==> config.mk <==
export PLATFORM = sky130hd
export DESIGN_NAME = pipe_ctrl
export DESIGN_NICKNAME = d
export VERILOG_FILES = /design/src/rtl/pipe_ctrl.sv
export SDC_FILE = /design/constraint.sdc
export NUM_CORES = 1
export LEC_CHECK = 0
export ABC_CLOCK_PERIOD_IN_PS = 4800
export BUFFER_PORTS_ARGS = -buffer_cell sky130_fd_sc_hd__clkbuf_2
export CAP_MARGIN = 15
export CORE_ASPECT_RATIO = 0.9
export CORE_UTILIZATION = 50
export CTS_CLUSTER_DIAMETER = 150
export DETAILED_ROUTE_END_ITERATION = 6
export PLACE_DENSITY = 0.85
export SYNTH_ARGS = -nofsm -noshare
export SYNTH_HDL_FRONTEND = slang
export SYNTH_SLANG_ARGS = --single-unit
export TNS_END_PERCENT = 10
==> constraint.sdc <==
create_clock -name clk -period 4.8 [get_ports clk]
set_input_delay 0.48 -clock clk [delete_from_list [all_inputs] [get_ports clk]]
set_output_delay 0.48 -clock clk [all_outputs]
set_load 0.05 [all_outputs]
==> src/rtl/pipe_ctrl.sv <==
// Pipeline hazard controller: stall priority, redirect issue/hold with flush, stall watchdog.
// Optional per-stage stall counters are enabled by defining PIPE_CTRL_PERF_EN.
module pipe_ctrl #(
  parameter int STAGES      = 5,
  parameter int ADDR_W      = 32,
  parameter int FLUSH_DEPTH = 3,
  parameter int WDOG_LIMIT  = 255,
  localparam int SEL_W      = (STAGES > 1) ? $clog2(STAGES) : 1,
  localparam int WD_W       = $clog2(WDOG_LIMIT + 1)
) (
  input  logic              clk,
  input  logic              rst,
  input  logic              rdy,
  input  logic [STAGES-1:0] stall_req_i,
  input  logic              set_pc_e_i,
  input  logic [ADDR_W-1:0] set_pc_i,
  output logic              set_pc_e_o,
  output logic [ADDR_W-1:0] set_pc_o,
  output logic [STAGES-1:0] flush_o,
  output logic [STAGES-1:0] stall_o,
  output logic              redir_pend_o,
  output logic              timeout_o,
  input  logic [SEL_W-1:0]  perf_sel_i,
  output logic [31:0]       perf_cnt_o
);

  logic              pend_vld_q, pend_vld_d;
  logic [ADDR_W-1:0] pend_pc_q, pend_pc_d;
  logic [WD_W-1:0]   wdog_q, wdog_d;
  logic              timeout_q, timeout_d;
  logic [STAGES-1:0] stall_vec;
  logic              issue;
  logic [ADDR_W-1:0] issue_pc;
  logic              any_req;

  assign any_req = |stall_req_i;

  // A stall in stage j backs up every younger stage 0..j.
  always_comb begin
    // NOTE: every variable gets a default first, so no path leaves it unassigned (no latch).
    stall_vec = '0;
    for (int k = STAGES - 1; k >= 0; k--) begin
      stall_vec[k] = stall_req_i[k] | ((k < STAGES - 1) ? stall_vec[k+1] : 1'b0);
    end
    if (!rdy) stall_vec = '1;
  end

  assign stall_o = stall_vec;

  // A held redirect is older than a fresh request, so it goes out first.
  always_comb begin
    issue    = 1'b0;
    issue_pc = set_pc_i;
    if (!stall_vec[0]) begin
      if (pend_vld_q) begin
        issue    = 1'b1;
        issue_pc = pend_pc_q;
      end else if (set_pc_e_i) begin
        issue = 1'b1;
      end
    end
  end

  assign set_pc_e_o   = issue & rst;
  assign set_pc_o     = issue_pc;
  assign redir_pend_o = pend_vld_q;
  assign timeout_o    = timeout_q;

  always_comb begin
    flush_o = '0;
    for (int k = 0; k < STAGES; k++) begin
      if (k < FLUSH_DEPTH) flush_o[k] = set_pc_e_o;
    end
  end

  always_comb begin
    pend_vld_d = pend_vld_q;
    pend_pc_d  = pend_pc_q;
    wdog_d     = wdog_q;
    if (rdy) begin
      // Any request that cannot go out this cycle becomes the (youngest) pending target.
      if (set_pc_e_i && (stall_vec[0] || pend_vld_q)) begin
        pend_vld_d = 1'b1;
        pend_pc_d  = set_pc_i;
      end else if (issue && pend_vld_q) begin
        pend_vld_d = 1'b0;
      end
      if (!any_req) begin
        wdog_d = '0;
      end else if (wdog_q != WD_W'(WDOG_LIMIT)) begin
        wdog_d = wdog_q + WD_W'(1);
      end
    end
    timeout_d = timeout_q | (wdog_d == WD_W'(WDOG_LIMIT));
  end

  always_ff @(posedge clk or negedge rst) begin
    if (!rst) begin
      pend_vld_q <= 1'b0;
      pend_pc_q  <= '0;
      wdog_q     <= '0;
      timeout_q  <= 1'b0;
    end else begin
      // NOTE: non-blocking so every flop samples the pre-edge value of the others.
      pend_vld_q <= pend_vld_d;
      pend_pc_q  <= pend_pc_d;
      wdog_q     <= wdog_d;
      timeout_q  <= timeout_d;
    end
  end

`ifdef PIPE_CTRL_PERF_EN
  logic [31:0]      perf_cnt_q [STAGES];
  logic [31:0]      perf_cnt_d [STAGES];
  logic [SEL_W-1:0] hi_idx;

  // Each stalled cycle is charged to the oldest stage requesting the stall.
  always_comb begin
    hi_idx     = '0;
    perf_cnt_o = '0;
    for (int k = 0; k < STAGES; k++) begin
      if (stall_req_i[k]) hi_idx = SEL_W'(k);
    end
    for (int k = 0; k < STAGES; k++) begin
      perf_cnt_d[k] = perf_cnt_q[k];
      if (rdy && any_req && (hi_idx == SEL_W'(k))) perf_cnt_d[k] = perf_cnt_q[k] + 32'd1;
      if (perf_sel_i == SEL_W'(k)) perf_cnt_o = perf_cnt_q[k];
    end
  end

  always_ff @(posedge clk or negedge rst) begin
    if (!rst) begin
      // NOTE: this array is a bank of counters that must start at zero, so it is reset
      // explicitly; a plain data memory would normally be left unreset.
      for (int k = 0; k < STAGES; k++) perf_cnt_q[k] <= '0;
    end else begin
      for (int k = 0; k < STAGES; k++) perf_cnt_q[k] <= perf_cnt_d[k];
    end
  end
`else
  logic unused_perf_sel;

  assign unused_perf_sel = ^perf_sel_i;
  assign perf_cnt_o      = '0;
`endif

endmodule

# Word level (Yosys, flattened, before mapping)
# Cells that the tools add are included.
[word_totals]
ff_bits = 42
input_bits = 44
out_inout_bits = 77
word_cells = 31
[op_classes]
n_addsub = 1
eq_ne = 2
mux = 11
bitwise = 6
n_reduce_logical = 7
[ops]
columns = ["cell", "n"]
rows = [
  ["$mux 32", 2],
  ["$mux 8", 3],
  ["$add 8x1->8 const B", 1],
  ["$eq 8x8->1 const B", 1],
  ["$ne 8x8->1 const B", 1],
  ["$mux 1", 5],
  ["$mux 5", 1],
  ["$or 1x1->1", 5],
  ["$reduce_or 5->1", 1],
  ["$reduce_and 2->1", 2],
  ["$logic_and 1x1->1", 2],
  ["$reduce_bool 2->1", 1],
  ["$and 1x1->1", 1],
  ["$logic_or 1x1->1", 1],
]

# Depth between registers and ports, before layout
# Gate-level depths: netlist (run 1).
[logic_depth]
depth_word = 9
depth_mapped = 8
mapped_depth_nobuf = 6

# Worst setup path before layout (run 1)
# No wires, ideal clock.
[synth_timing]
path_kind = "input to output"
from = "input stall_req_i[3]"
to = "output flush_o[0]"
arrival_time_ps = 3071
required_time_ps = 4320
path_slack_ps = 1249
path_stages = 6
n_path_buf = 1
cell_sequence = "or4b_1 or2_4 nor2_4 inv_2 nor2_1 buf_4"
[synth_between]
elab_chain_cells = 7
[synth_rtl]
columns = ["element", "line_no", "rtl"]
rows = [
  ["start, declared", "14", "input logic [STAGES-1:0] stall_req_i,"],
  ["$or 1x1->1 (4 in series)", "43", "stall_vec[k] = stall_req_i[k] | ((k < STAGES - 1) ? stall_vec[k+1] : 1'b0);"],
  ["$mux 5", "45", "if (!rdy) stall_vec = '1;"],
  ["net stall_o[0]", "20", "output logic [STAGES-1:0] stall_o,"],
  ["$mux 1", "54", "if (!stall_vec[0]) begin"],
  ["$and 1x1->1", "64", "assign set_pc_e_o = issue & rst;"],
  ["end, declared", "19", "output logic [STAGES-1:0] flush_o,"],
]
# The timed path passes the listed nets, and every way through them passes these cells.

# Final worst setup path (run 1)
[layout_timing]
from = "input rdy"
to = "output set_pc_o[31]"
[layout_between]
elab_chain_cells = 2
[layout_rtl]
columns = ["element", "line_no", "rtl"]
rows = [
  ["start, declared", "13", "input logic rdy,"],
  ["$mux 5", "45", ""],
  ["$mux 32", "54", ""],
  ["end, declared", "18", "output logic [ADDR_W-1:0] set_pc_o,"],
]
# Every way passes these cells.

==> results of run 1 <==
==> path summary, 6_finish.rpt <==
path	startpoint	endpoint	slack, ps
max in group asynchronous	rst	pend_pc_q[20]	4180
min in group clk	set_pc_i[24]	pend_pc_q[24]	430
setup reg to reg	wdog_q[0]	timeout_o	2950
setup / recovery	rdy	set_pc_o[31]	1380
hold / removal	rst	pend_pc_q[7]	250
hold reg to reg	timeout_o	timeout_o	510
==> kinds of logic (layout without fill, tap and decap cells) <==
logic type	count (synthesis)	count (layout)
buffers and inverters	47	96
DFF	42	42
and+or+nand+nor	34	34
xor gates and xnor gates	1	1
AOI/OAI and AO/OA	11	11
adders and majority gates	1	1
other	1	34
muxes	68	68
==> cell usage in the layout, fill, tap and decap left out <==
master    netlist  layout
a21o_1          1       1
a21oi_1         2       2
a41o_1          1       1
and4_1          2       2
buf_4          37       3
clkbuf_1        1       1
clkbuf_2        0      83
clkbuf_8        0       6
clkinv_2        0       1
conb_1          1      34
dfrtp_1        42      42
ha_1            1       1
inv_1           1       1
inv_2           1       1
mux2_2         35      35
mux2_4         29      29
mux2i_1         4       4
nand2_1         4       4
nand2b_1        2       2
nand3_1         6       6
nand4_1         3       3
nor2_1          8       8
nor2_4          1       1
nor2b_1         1       1
nor3_1          2       2
nor4_1          1       1
o211a_2         0       1
o211ai_1        1       1
o21ai_0         5       5
or2_2           1       1
or2_4           1       1
or2b_1          1       1
or4b_1          1       1
xor2_1          1       1
==> flip-flops by register name (all words and copies together), names as in the netlist <==
name / count
wdog_q: 8
pend_pc_q: 32
timeout_o: 1
redir_pend_o: 1
==> cell type report <==
class | count | area, µm²
Clock buffer | 7 | 86.3
Clock inverter | 1 | 5.00
Fill cell | 405 | 1920
Inverter | 2 | 7.51
Multi-Input combinational cell | 149 | 1280
Sequential cell | 42 | 1050
Tap cell | 65 | 81.3
Timing Repair Buffer | 86 | 438
==> cells in the mapped netlist (2+ instances only) <==
cell type / number
nor3_1: 2
buf_6: 4
and4_1: 2
a21oi_1: 2
nand3_1: 6
nor2_1: 8
nand4_1: 3
nand2b_1: 2
mux2i_1: 4
buf_1: 3
nand2_1: 4
buf_4: 37
mux2_4: 29
mux2_2: 35
o21ai_0: 5
dfrtp_1: 42
==> routing by layer <==
metal | up-vias | wire (µm) | track usage | part of all wire
li1 | 805 | - | - | -
met1 | 834 | 1960 | 0.219 | 0.41
met2 | 69 | 2400 | 0.311 | 0.50
met3 | 6 | 330 | 0.0697 | 0.069
met4 | 0 | 69 | 0.0734 | 0.014
met5 | - | 0 | 0 | 0
==> power by group through the flow <==
stage | clock [mW] | combinational [mW] | sequential [mW]
2_1_floorplan | 0 | 0.302 | 0.474
3_3_place_gp | 0 | 0.330 | 0.485
3_5_place_dp | 0 | 0.341 | 0.492
4_1_cts | 0.241 | 0.341 | 0.487
5_1_grt | 0.255 | 0.366 | 0.499
6_report | 0.235 | 0.340 | 0.488
==> run summary, run 1 <==
Routed Wire Length: 4770 µm
Ant. Diodes: 0
DR DRC count: 0
Area share of xor/xnor cells in the synthesized design: 0.00343
Final-stage net count: 331
Largest family of logic cells by synthesized area: multiplexers
Clock Pin Slew Worst Setup and Hold Paths: 70 ps
Die Wd: 77.3 µm
Worst Path Buf+Inv: 3
WP data arrival: 2940 ps
RSZ-0062 raised after global routing: false
CTS max path bufs: 2
Final Util: 0.606
Largest net degree at the start of global routing: 44
DRT Pass-1 Iters: 4
Setup TNS: 0 ps
Number of synthesized flops with an enable pin: 0
Peak supply drop: 0.000218 V
GRT overflow: 0
Clock Sinks: 42
Setup bufs post-CTS: 0
Crit Path Max Fanout: 20
Final setup violation count: 0
Initial antenna violation count: 0
Synth Area in Compound Gates: 0.0275
Clk_lat worst skew: 300 ps
Top cell type's share of synthesized area: 0.412
R2R depth: 5
# IOs: 121
GRT Total Usage: 0.188
Initial DRC count: 76
LEAKAGE: 1.51 nW
CP cell instances: clkbuf_2 -> or4b_1 -> or2_4 -> nor2_4 -> nand2_1 -> buf_4 -> mux2_2 -> clkbuf_2
Status: completed
Sw frac: 0.371
Clk_skew: 4.02 ps
Final hold vios: 0
Hold Crit Class: input port to async pin
Final period util: 0.713
Drt wl/cell: 13.5 µm
Clock share of power: 0.221
Simple-gate share of the synthesized area: 0.0745
WHS: 246 ps
Vias per cell: 4.87
Synth unique cells: 33
Post-detail-place hpwl: 3510 µm
Worst Setup Path Type: input port to output pin
ANT nets after route: 0
Setup WS pre-CTS: 1350 ps
Total Power: 1.06 mW
PortBufs: 83
Starting Density: 0.524
Comb power frac: 0.320
Post-Synth Adder-Cell Area: 0.00490
Largest area contributor in the netlist: dfrtp_1
Max Cap Viol: 0
Final min period: 3420 ps
Placed cell count: 344
Crit path top cell by count: clkbuf_2
Vert. Die Dim: 69.8 µm
Setup slack after layout: 1380 ps
TritonCTS Buffers: 5
Mapped Cells: 205
Post-Layout Cell Count: 352
Register area share after synthesis: 0.412
Final Cell Area: 2950 µm²
Critical path required time: 4320 ps
Core area: 4860 µm²
H-tree lvl count: 2
CP delay by family, top: simple AND/OR/NAND/NOR gates
CTS tree: done
#FFs+latches synth: 42
Mean Syn Cell Area: 12.4 µm²
Switch Pwr: 394 µW
Placed inst area: 2860 µm²
Synth warnings: 0
Area contributors post-synth: dfrtp_1, mux2_4, mux2_2
Critical path's largest stage delay: 470 ps
Actual slew at the worst max-slew pin: 591 ps
First-pass GRT wire length: 7810 µm
Num rows: 24
Gpl congestion: 0.768
Slew HR: 0.602
Critical path startpoint category: input port
Worst path depth: 8
Area growth syn-to-layout: 15.5%
Vias: 1714
Cts hold-fix bufs: 0
Vias in the first global route: 1667
Synthesized area: 2550 µm²
Int Pwr: 668 µW
Cts repair resizes: 0
Layout cell share with drive strength beyond 1: 0.564
F_max: 0.292 GHz
Root Buffer: clkbuf_8
Mux share of post-synthesis cell area: 0.341
Synth Flop Type: dfrtp_1
Power Density: 360 nW/µm²
Sequential Power Share: 0.459
Full die area: 5390 µm²
Worst Setup End Kind: output pin
Critical-path cell with the highest stage delay: or4b_1
Max-slew violations: 0
Ys async rst share: 1.00
Power figures use the tool's default switching activity.
==> run 2, diff against run 1 <==
--- a/config.mk
+++ b/config.mk
@@ -5,14 +5,14 @@
 export SDC_FILE = /design/constraint.sdc
 export NUM_CORES = 1
 export LEC_CHECK = 0
-export ABC_CLOCK_PERIOD_IN_PS = 4800
+export ABC_CLOCK_PERIOD_IN_PS = 3600
 export BUFFER_PORTS_ARGS = -buffer_cell sky130_fd_sc_hd__clkbuf_2
 export CAP_MARGIN = 15
 export CORE_ASPECT_RATIO = 0.9
-export CORE_UTILIZATION = 50
+export CORE_UTILIZATION = 47
 export CTS_CLUSTER_DIAMETER = 150
 export DETAILED_ROUTE_END_ITERATION = 6
-export PLACE_DENSITY = 0.85
+export PLACE_DENSITY = 0.81
 export SYNTH_ARGS = -nofsm -noshare
 export SYNTH_HDL_FRONTEND = slang
 export SYNTH_SLANG_ARGS = --single-unit
==> constraint.sdc (replaced) <==
create_clock -name clk -period 3.6 [get_ports clk]
set_input_delay 0.36 -clock clk [delete_from_list [all_inputs] [get_ports clk]]
set_output_delay 0.36 -clock clk [all_outputs]
set_load 0.05 [all_outputs]
==> run 2 against run 1 <==
Compared with the run above: first-iteration DRC count shrank 47%; combinational power up 34%; clock skew up 2.0 ps; count of clock-buffer cells in the layout down 1; register-to-register slack got worse by 1100 ps; sequential power grew 33%; design area increased by 1.5%; sequential share of layout area shrank 0.52 points; critical path type unchanged.
==> run summary, run 2 (synthesis results as in run 1) <==
Clock Pin Slew Worst Setup and Hold Paths: 80 ps
Switch Pwr: 521 µW
Full die area: 5730 µm²
Sequential Power Share: 0.437
LEAKAGE: 1.53 nW
Met2 wire length: 2210 µm
WP data arrival: 2380 ps
DR top layer: met4
TritonCTS Buffers: 5
Commonest non-fill, non-tap cells in the layout: clkbuf_2, dfrtp_1, mux2_2, conb_1, mux2_4
CP delay by family, top: simple AND/OR/NAND/NOR gates
Initial DRC count: 40
Ant. Diodes: 0
Final setup violation count: 0
Setup WS pre-CTS: 823 ps
Worst Path Buf+Inv: 3
Largest register FFs: 32
Setup bufs post-CTS: 0
DRT Pass-1 Iters: 4
Vias in the first global route: 1552
Final-stage net count: 332
Peak supply drop: 0.000241 V
Total Power: 1.48 mW
Final min period: 2740 ps
Worst Setup Path Type: input port to output pin
Layout cell share with drive strength beyond 1: 0.568
Max Cap Viol: 0
Starting Density: 0.485
Int Pwr: 960 µW
CTS max path bufs: 2
Clk_lat worst skew: 280 ps
Final period util: 0.761
PortBufs: 83
CTS tree: done
Hold Crit Class: input port to async pin
Setup TNS: 0 ps
Area growth syn-to-layout: 17.3%
H-tree lvl count: 2
Crit Path Max Fanout: 17
Gpl congestion: 0.792
Critical path's largest stage delay: 470 ps
Reg2Reg Setup Slack: 1840 ps
Vias per cell: 4.79
Vert. Die Dim: 71.9 µm
Max-slew violations: 0
First-pass GRT wire length: 7020 µm
Routed Wire Length: 4530 µm
Post-detail-place hpwl: 3290 µm
Top reg by flops: pend_pc_q
Registers with the most flip-flops: pend_pc_q (32), wdog_q (8)
Drt wl/cell: 12.8 µm
Cts repair resizes: 0
Root Buffer: clkbuf_8
GRT overflow: 0
DR DRC count: 0
Core area: 5260 µm²
Die Wd: 79.7 µm
Num rows: 25
Critical path required time: 3240 ps
Worst Setup End Kind: output pin
Comb power frac: 0.307
GRT Total Usage: 0.160
Final hold vios: 0
Clk_skew: 5.97 ps
Initial antenna violation count: 0
Cts hold-fix bufs: 0
# IOs: 121
Clock Sinks: 42
Critical-path cell with the highest stage delay: or4b_1
Status: completed
F_max: 0.365 GHz
Commonest non-fill, non-tap cell in the layout: clkbuf_2
Slew HR: 0.641
ANT nets after route: 0
Sw frac: 0.352
Actual slew at the worst max-slew pin: 532 ps
RSZ-0062 raised after global routing: false
Metal-1 WL: 2090 µm
Clock share of power: 0.256
Largest net degree at the start of global routing: 43
Vias: 1695
Fill cells: 450
CP cell instances: clkbuf_2 -> or4b_1 -> or2_4 -> nor2_4 -> nand2_1 -> buf_4 -> mux2_2 -> clkbuf_2
Critical path startpoint category: input port
Metal3 WL: 203 µm
Setup slack after layout: 862 ps
Power Density: 495 nW/µm²
Crit path top cell by count: clkbuf_2
==> run 2: changes by cell type in the layout (fill, tap and decap cells not counted), sizes merged <==
cell    delta
clkbuf     -1
bufinv     +1
clkinv     -1
buf        +1
==> run 2: path summary, 6_finish.rpt <==
kind / start / to / cells past startpoint
max: rdy / set_pc_o[11] / 8
min: rst / wdog_q[3] / 2
max reg2reg: wdog_q[0] / timeout_o / 5
min reg2reg: timeout_o / timeout_o / 1
max in group asynchronous: rst / pend_pc_q[18] / 2
min in group clk: set_pc_i[2] / pend_pc_q[2] / 2
==> run 2: final cells by class <==
cell class / instances / area, µm² / area share
multi-input cells: 149 / 1280 / 0.427
repair buffers: 87 / 458 / 0.153
flip-flops and latches: 42 / 1050 / 0.351
inverters: 2 / 7.51 / 0.00251
clock inverters: 1 / 30.0 / 0.0100
clock buffers: 6 / 82.6 / 0.0276
well taps: 67 / 83.8 / 0.0280
==> run 2: power groups by stage <==
stage | sequential [mW] | combinational [mW] | clock [mW]
floorplan | 0.632 | 0.402 | 0
global placement | 0.647 | 0.442 | 0
detailed placement | 0.654 | 0.455 | 0
CTS | 0.646 | 0.456 | 0.386
global route | 0.663 | 0.488 | 0.403
finish | 0.647 | 0.454 | 0.379
==> run 2: metal layers <==
layer  vias up  global-route usage
li1        811                   -
met1       821               0.205
met2        58               0.274
met3         5              0.0415
met4         0              0.0364
met5         -                   0
==> run 2: worst reg2reg max path: stages (launching register included) <==
cell and delay [ps]:
dfrtp_1 430, ha_1 280, nand3_1 80, o21ai_0 440
o21ai_0 190, a41o_1 230
==> run 2: metrics by stage <==
stage                     std cells  hold WS [ps]  utilization  area [µm²]
after floorplan                 238          64.4            -        2680
final                           354           189        0.569        2990
after global routing            354           219        0.569        2990
after global placement          346           460        0.544        2860
after detailed placement        346           480        0.544        2860
after CTS                       353           195        0.565        2970
